<file path="src/rtl/izh_pkg.sv">
// izh_pkg -- shared definitions for the Izhikevich neuron engine.
//   * FSM state type and state constants for izh_neuron_array.
//   * Model constants K1 (0.04), K2 (5), K3 (140), V_PEAK (30), V_REST (-65)
//     and U_REST (-13), each returned already scaled by 2^frac.
//   * Golden helpers izh_v_next / izh_u_next: a plain-integer description of
//     one Euler step (pre-spike, reduced to width bits) for reference use.
// Optional build macro: IZH_SATURATE_EN (selects clamping instead of wrap in
// the datapath; the golden helpers take the choice as an argument).
package izh_pkg;

  typedef logic [1:0] izh_state_t;
  localparam izh_state_t ST_IDLE = 2'd0;
  localparam izh_state_t ST_RUN  = 2'd1;
  localparam izh_state_t ST_DONE = 2'd2;

  // 0.04 has no exact binary form; floor(0.04 * 2^frac).
  function automatic longint izh_k1(input int frac);
    return (longint'(4) << frac) / 100;
  endfunction
  function automatic longint izh_k2(input int frac);
    return longint'(5) << frac;
  endfunction
  function automatic longint izh_k3(input int frac);
    return longint'(140) << frac;
  endfunction
  function automatic longint izh_v_peak(input int frac);
    return longint'(30) << frac;
  endfunction
  function automatic longint izh_v_rest(input int frac);
    return -(longint'(65) << frac);
  endfunction
  function automatic longint izh_u_rest(input int frac);
    return -(longint'(13) << frac);
  endfunction

  // Two's-complement wrap of x to a signed field of 'bits' bits.
  function automatic longint izh_wrap(input longint x, input int bits);
    longint r;
    if (bits >= 64) return x;
    r = x <<< (64 - bits);
    return r >>> (64 - bits);
  endfunction

  // Reduction to the state width: clamp or wrap.
  function automatic longint izh_reduce(input longint x, input int width, input bit sat);
    longint hi;
    longint lo;
    hi = (longint'(1) << (width - 1)) - 1;
    lo = -(longint'(1) << (width - 1));
    if (sat) begin
      if (x > hi) return hi;
      if (x < lo) return lo;
      return x;
    end
    return izh_wrap(x, width);
  endfunction

  // v' before spike handling; intermediates live in a 2*width+8 bit field.
  function automatic longint izh_v_next(input longint v, input longint u, input longint i_cur,
                                        input longint dt, input int width, input int frac,
                                        input bit sat);
    int     w2;
    longint sq;
    longint lin;
    longint dv;
    longint st;
    w2  = 2 * width + 8;
    sq  = izh_wrap(izh_k1(frac) * v * v, w2) >>> (2 * frac);
    lin = izh_wrap(izh_k2(frac) * v, w2) >>> frac;
    dv  = izh_wrap(sq + lin + izh_k3(frac) - u + i_cur, w2);
    st  = izh_wrap(dt * dv, w2) >>> frac;
    return izh_reduce(izh_wrap(v + st, w2), width, sat);
  endfunction

  // u' before spike handling.
  function automatic longint izh_u_next(input longint v, input longint u, input longint a,
                                        input longint b, input longint dt, input int width,
                                        input int frac, input bit sat);
    int     w2;
    longint bv;
    longint du;
    longint st;
    w2 = 2 * width + 8;
    bv = izh_wrap(b * v, w2) >>> frac;
    du = izh_wrap(a * izh_wrap(bv - u, w2), w2) >>> frac;
    st = izh_wrap(dt * du, w2) >>> frac;
    return izh_reduce(izh_wrap(u + st, w2), width, sat);
  endfunction

endpackage

</file>
<file path="src/rtl/izh_update_core.sv">
// izh_update_core -- combinational single-neuron Izhikevich update.
// Ports: v, u (current state), i_cur (input current), a, b, c, d, dt (model
// parameters), v_new / u_new (state to write back), spike (v' reached peak).
// Macro IZH_SATURATE_EN: every reduction to WIDTH clamps instead of wrapping.
module izh_update_core
  import izh_pkg::*;
#(
  parameter int WIDTH = 16,
  parameter int FRAC  = 8
) (
  input  logic signed [WIDTH-1:0] v,
  input  logic signed [WIDTH-1:0] u,
  input  logic signed [WIDTH-1:0] i_cur,
  input  logic signed [WIDTH-1:0] a,
  input  logic signed [WIDTH-1:0] b,
  input  logic signed [WIDTH-1:0] c,
  input  logic signed [WIDTH-1:0] d,
  input  logic signed [WIDTH-1:0] dt,
  output logic signed [WIDTH-1:0] v_new,
  output logic signed [WIDTH-1:0] u_new,
  output logic                    spike
);
  // Wide enough that v*v*K1 of any WIDTH-bit v cannot overflow.
  localparam int W2 = 2 * WIDTH + 8;
  localparam logic signed [W2-1:0]    K1_W     = W2'(izh_k1(FRAC));
  localparam logic signed [W2-1:0]    K2_W     = W2'(izh_k2(FRAC));
  localparam logic signed [W2-1:0]    K3_W     = W2'(izh_k3(FRAC));
  localparam logic signed [WIDTH-1:0] V_PEAK_W = WIDTH'(izh_v_peak(FRAC));

`ifdef IZH_SATURATE_EN
  localparam logic signed [W2-1:0] SAT_MAX = {{(W2-WIDTH+1){1'b0}}, {(WIDTH-1){1'b1}}};
  localparam logic signed [W2-1:0] SAT_MIN = {{(W2-WIDTH+1){1'b1}}, {(WIDTH-1){1'b0}}};
`endif

  function automatic logic signed [W2-1:0] sext(input logic signed [WIDTH-1:0] x);
    return {{(W2-WIDTH){x[WIDTH-1]}}, x};
  endfunction

  function automatic logic signed [WIDTH-1:0] reduce(input logic signed [W2-1:0] x);
`ifdef IZH_SATURATE_EN
    if (x > SAT_MAX)      return SAT_MAX[WIDTH-1:0];
    else if (x < SAT_MIN) return SAT_MIN[WIDTH-1:0];
    else                  return x[WIDTH-1:0];
`else
    return x[WIDTH-1:0];
`endif
  endfunction

  logic signed [W2-1:0] vx, ux, ix, ax, bx, dx, dtx;
  logic signed [W2-1:0] sq_t, lin_t, dv, v_step, v_raw;
  logic signed [W2-1:0] bv_t, du, u_step, u_raw, ud_raw;
  logic signed [WIDTH-1:0] v_red, u_red, ud_red;

  assign vx  = sext(v);
  assign ux  = sext(u);
  assign ix  = sext(i_cur);
  assign ax  = sext(a);
  assign bx  = sext(b);
  assign dx  = sext(d);
  assign dtx = sext(dt);

  // dv = K1*v^2 + K2*v + K3 - u + I, each product rescaled back to FRAC.
  assign sq_t   = (K1_W * vx * vx) >>> (2 * FRAC);
  assign lin_t  = (K2_W * vx) >>> FRAC;
  assign dv     = sq_t + lin_t + K3_W - ux + ix;
  assign v_step = (dtx * dv) >>> FRAC;
  assign v_raw  = vx + v_step;

  // du = a*(b*v - u); uses the old v, never v'.
  assign bv_t   = (bx * vx) >>> FRAC;
  assign du     = (ax * (bv_t - ux)) >>> FRAC;
  assign u_step = (dtx * du) >>> FRAC;
  assign u_raw  = ux + u_step;

  assign v_red  = reduce(v_raw);
  assign u_red  = reduce(u_raw);
  // Post-spike u is computed from the already-reduced u'.
  assign ud_raw = sext(u_red) + dx;
  assign ud_red = reduce(ud_raw);

  assign spike = (v_red >= V_PEAK_W);
  assign v_new = spike ? c : v_red;
  assign u_new = spike ? ud_red : u_red;

endmodule

</file>
<file path="src/rtl/izh_neuron_array.sv">
// izh_neuron_array -- time-multiplexed Izhikevich engine for N_NEURONS cells.
// Ports: clk/rst (sync active-high), step_valid/step_ready (step handshake,
// ready only in IDLE), i_in (packed per-neuron currents), a/b/c/d/dt (shared
// parameters), step_done (one-cycle pulse in DONE), spike_vec (spikes of the
// last completed step), rd_idx/rd_v/rd_u (combinational state readback).
// Macro IZH_SATURATE_EN: clamp instead of wrap in izh_update_core.
module izh_neuron_array
  import izh_pkg::*;
#(
  parameter int N_NEURONS = 8,
  parameter int WIDTH     = 16,
  parameter int FRAC      = 8
) (
  input  logic                         clk,
  input  logic                         rst,
  input  logic                         step_valid,
  output logic                         step_ready,
  input  logic [N_NEURONS*WIDTH-1:0]   i_in,
  input  logic signed [WIDTH-1:0]      a,
  input  logic signed [WIDTH-1:0]      b,
  input  logic signed [WIDTH-1:0]      c,
  input  logic signed [WIDTH-1:0]      d,
  input  logic signed [WIDTH-1:0]      dt,
  output logic                         step_done,
  output logic [N_NEURONS-1:0]         spike_vec,
  input  logic [$clog2(N_NEURONS)-1:0] rd_idx,
  output logic signed [WIDTH-1:0]      rd_v,
  output logic signed [WIDTH-1:0]      rd_u
);
  localparam int IW = $clog2(N_NEURONS);
  localparam logic signed [WIDTH-1:0] V_REST_W = WIDTH'(izh_v_rest(FRAC));
  localparam logic signed [WIDTH-1:0] U_REST_W = WIDTH'(izh_u_rest(FRAC));

  izh_state_t                   state_reg;
  logic [IW-1:0]                idx_reg;
  logic [N_NEURONS*WIDTH-1:0]   i_cap_reg;
  logic signed [WIDTH-1:0]      a_reg, b_reg, c_reg, d_reg, dt_reg;
  logic [N_NEURONS-1:0]         spike_next_reg, spike_vec_reg, spike_acc;
  logic signed [WIDTH-1:0]      v_mem_reg [N_NEURONS];
  logic signed [WIDTH-1:0]      u_mem_reg [N_NEURONS];
  logic signed [WIDTH-1:0]      i_arr     [N_NEURONS];
  logic signed [WIDTH-1:0]      core_v, core_u;
  logic                         core_spike;

  // Unpack the captured currents so the core can be muxed by index.
  for (genvar gi = 0; gi < N_NEURONS; gi++) begin : g_iunpack
    assign i_arr[gi] = i_cap_reg[gi*WIDTH +: WIDTH];
  end

  izh_update_core #(.WIDTH(WIDTH), .FRAC(FRAC)) u_core (
    .v     (v_mem_reg[idx_reg]),
    .u     (u_mem_reg[idx_reg]),
    .i_cur (i_arr[idx_reg]),
    .a     (a_reg),
    .b     (b_reg),
    .c     (c_reg),
    .d     (d_reg),
    .dt    (dt_reg),
    .v_new (core_v),
    .u_new (core_u),
    .spike (core_spike)
  );

  // Spike flags accumulated so far, including the neuron being updated now,
  // so the final vector can be committed on the last RUN edge and is already
  // visible during DONE.
  always_comb begin
    spike_acc          = spike_next_reg;
    spike_acc[idx_reg] = core_spike;
  end

  always_ff @(posedge clk) begin
    if (rst) begin
      state_reg      <= ST_IDLE;
      idx_reg        <= '0;
      i_cap_reg      <= '0;
      a_reg          <= '0;
      b_reg          <= '0;
      c_reg          <= '0;
      d_reg          <= '0;
      dt_reg         <= '0;
      spike_next_reg <= '0;
      spike_vec_reg  <= '0;
      for (int k = 0; k < N_NEURONS; k++) begin
        v_mem_reg[k] <= V_REST_W;
        u_mem_reg[k] <= U_REST_W;
      end
    end else begin
      case (state_reg)
        ST_IDLE: begin
          if (step_valid) begin
            i_cap_reg      <= i_in;
            a_reg          <= a;
            b_reg          <= b;
            c_reg          <= c;
            d_reg          <= d;
            dt_reg         <= dt;
            idx_reg        <= '0;
            spike_next_reg <= '0;
            state_reg      <= ST_RUN;
          end
        end
        ST_RUN: begin
          v_mem_reg[idx_reg] <= core_v;
          u_mem_reg[idx_reg] <= core_u;
          spike_next_reg     <= spike_acc;
          if (idx_reg == IW'(N_NEURONS - 1)) begin
            spike_vec_reg <= spike_acc;
            state_reg     <= ST_DONE;
          end else begin
            idx_reg <= idx_reg + 1'b1;
          end
        end
        ST_DONE: state_reg <= ST_IDLE;
        default: state_reg <= ST_IDLE;
      endcase
    end
  end

  assign step_ready = (state_reg == ST_IDLE);
  assign step_done  = (state_reg == ST_DONE);
  assign spike_vec  = spike_vec_reg;
  assign rd_v       = v_mem_reg[rd_idx];
  assign rd_u       = u_mem_reg[rd_idx];

endmodule

</file>
<file path="config.mk">
export PLATFORM = sky130hd
export DESIGN_NAME = izh_neuron_array
export DESIGN_NICKNAME = d
export VERILOG_FILES = /design/src/rtl/izh_pkg.sv /design/src/rtl/izh_update_core.sv /design/src/rtl/izh_neuron_array.sv
export SDC_FILE = /design/constraint.sdc
export NUM_CORES = 2
export LEC_CHECK = 0
export CAP_MARGIN = 40
export CORE_ASPECT_RATIO = 0.75
export CORE_MARGIN = 2
export CORE_UTILIZATION = 34
export CTS_BUF_LIST = sky130_fd_sc_hd__clkbuf_8
export CTS_CLUSTER_DIAMETER = 60
export DETAILED_ROUTE_END_ITERATION = 8
export PLACE_DENSITY = 0.58
export SLEW_MARGIN = 10
export SYNTH_ARGS = -nofsm -noshare
export SYNTH_HDL_FRONTEND = slang
export SYNTH_HIERARCHICAL = 1
export SYNTH_SLANG_ARGS = --single-unit
</file>
<file path="constraint.sdc">
create_clock -name clk -period 23 [get_ports clk]
set_input_delay 3.45 -clock clk [delete_from_list [all_inputs] [get_ports clk]]
set_output_delay 3.45 -clock clk [all_outputs]
set_load 0.03 [all_outputs]
</file>
==> metrics.yaml <==
clocking:
  cts.reportedPaths.clkPinSlew_ns: 0.06
  cts_tree: "done"
  cts.sink_count: 488
  insertion_delay_ns: 0.84
  cts_made_buffers: 86
  clockRootBuffer: "clkbuf_8"
  htree_num_levels: 3
  clockBufferDepth: 3
drt:
  routed_wirelength_um: 238000
  drt_iter0_markers: 4445
  post_drt_wl_per_cell_um: 21.1
  vias_per_cell: 5.02
  num_vias: 56700
  drc: 0
  first_pass_iters: 8
  drtAntennaViolNets: 0
final_layout:
  nNetsFinal: 10300
  layout_commonest_cell: "inv_1"
  area_growth_pct: 11.6
  final_cell_mix: "inv_1 (1518), fa_1 (1323), nand2_1 (1241)"
  design_area_um2: 85800
  fin_cells: 11300
  drive_above_1_share: 0.0833
  num-fill-cells: 22500
critical_path:
  cp-start-kind: "register"
  slowest_stage: "fa_1"
  crit_path_end_kind: "register"
  required_ns: 23.55
  cpMostUsedCell: "fa_1"
  worstPathArrival_ns: 22.80
  crit_fanout: 22
  slowest_delay_ns: 0.61
  criticalPathCategory: "reg2reg"
placed_design:
  dp_hpwl_um: 187000
  place.gp.congestion: 0.929
  dp.cells: 11100
  io_buffer_count: 255
  place_ws_ns: -1.03
  placed_area_um2: 83300
die:
  dieWidth_um: 553
  die_h_um: 416
  core_um2: 225000
  ios: 256
  die_area_um2: 230000
  fp-row-count: 151
  start_util: 0.341
global_route:
  grt_pass1_vias: 60700
  grt_max_degree: 163
  grt_use_total: 0.210
  antenna_found_initial: 35
  grt_pass1_wl_um: 371000
  grt_overflow_total: 0
worst_hold_path:
  hold_class: "reg2reg"
synth:
  syn_avg_cell_area_um2: 9.54
  synth_warnings: 6
  synth_seq_area_share: 0.160
  ys_seq_elements: 488
  synth_fp_nets: 10200
  synth_edf_count: 256
  async_flop_share: 0
  ys.flop_type: "edfxtp_1"
  synth_cell_types: 89
  syn_area_um2: 76900
  synthCells: 8056
timing:
  hold_violations: 0
  clock_skew_ns: 0.0791
  maxSlewHeadroom: 0.281
  hold_ws_ns: 0.453
  fmax_mhz: 44.9
  worstMarginPinSlew_ns: 1.07
  post-route-period-util: 0.967
  post-route-min-period_ns: 22.25
  slew_viol_final: 0
  setup_viol_count_final: 0
  setup_slack_ns: 0.751
status:
  status: "finished, final reports clean"
flow_run:
  cap_violations: 0
-- synth_stat cells, types with 75 or more instances --
cell / count / area (um2)
a21oi_1: 325 / 1630
and2_1: 744 / 4650
clkbuf_1: 324 / 1220
dfxtp_1: 232 / 4640
edfxtp_1: 256 / 7690
fa_1: 1323 / 26500
ha_1: 575 / 7190
inv_1: 1486 / 5580
mux2_2: 84 / 946
mux4_2: 138 / 3110
nand2_1: 1241 / 4660
nand2b_1: 108 / 676
nor2_1: 187 / 702
nor2b_1: 75 / 469
o21ai_0: 93 / 465
or3_1: 89 / 557
xnor2_1: 168 / 1470
-- layout make-up --
cell class / instances / area (um2) / area share
Clock inverter: 56 / 384 / 0.00448
Tap cell: 2983 / 3730 / 0.0435
Antenna cell: 9 / 22.5 / 0.000263
Sequential cell: 488 / 12300 / 0.144
Timing Repair Buffer: 497 / 4630 / 0.0539
Inverter: 1487 / 5580 / 0.0651
Multi-Input combinational cell: 5676 / 57700 / 0.673
Clock buffer: 101 / 1390 / 0.0162
-- layer usage --
| layer | global-route usage | share of wire |
|---|---|---|
| met5 | 0 | 0.0013 |
| met4 | 0.0532 | 0.027 |
| met3 | 0.0507 | 0.087 |
| met2 | 0.319 | 0.44 |
| met1 | 0.298 | 0.45 |
-- metrics by stage --
step	util	setup TNS (ns)
finish	0.381	0
global route	0.381	-0.374
CTS	0.378	0
detailed placement	0.370	-7.78
global placement	0.369	-8.11
floorplan	-	0
-- cells by family (layout without fill, tap and decap cells) --
kind of cell	count (synthesis)	in the layout	synth area share
adders and majority gates	1898	1898	0.438
buffers and inverters	1892	2141	0.0940
xor gates and xnor gates	237	237	0.0302
muxes	244	244	0.0556
AOI/OAI and AO/OA	689	689	0.0555
DFF	488	488	0.160
and+or+nand+nor	2608	2608	0.166
other	0	9	0
-- critical path: cells and delay by family, from the launching register on --
family	cells	cell delay (ns)
buf+inv	13	1.91
mux	2	0.91
flops	1	0.43
simple gates	15	3.07
compound gates	14	2.89
xor+xnor	7	1.96
fa+ha+maj	23	10.79
-- repair_timing --
item	4_1_cts	5_1_grt
hold buffers	0	0
pin swaps	0	13
endpoints found under the hold margin	0	0
resized for setup	8	81
cloned	0	1
setup buffers	0	24
setup endpoints to repair	8	262
-- path summary, 6_finish.rpt --
check                                     from               end  slack, ns  cells past startpoint
worst max-delay path                  register  u_mem_reg[3][15]       0.75                     74
worst min-delay path            i_cap_reg[110]    i_cap_reg[110]       0.45                      2
worst max register to register        register  u_mem_reg[3][15]       0.75                     74
worst min register to register  i_cap_reg[110]    i_cap_reg[110]       0.45                      2
Power is not shown: default switching activity piles up to over one toggle a cycle in this logic, so the estimate is an artifact.
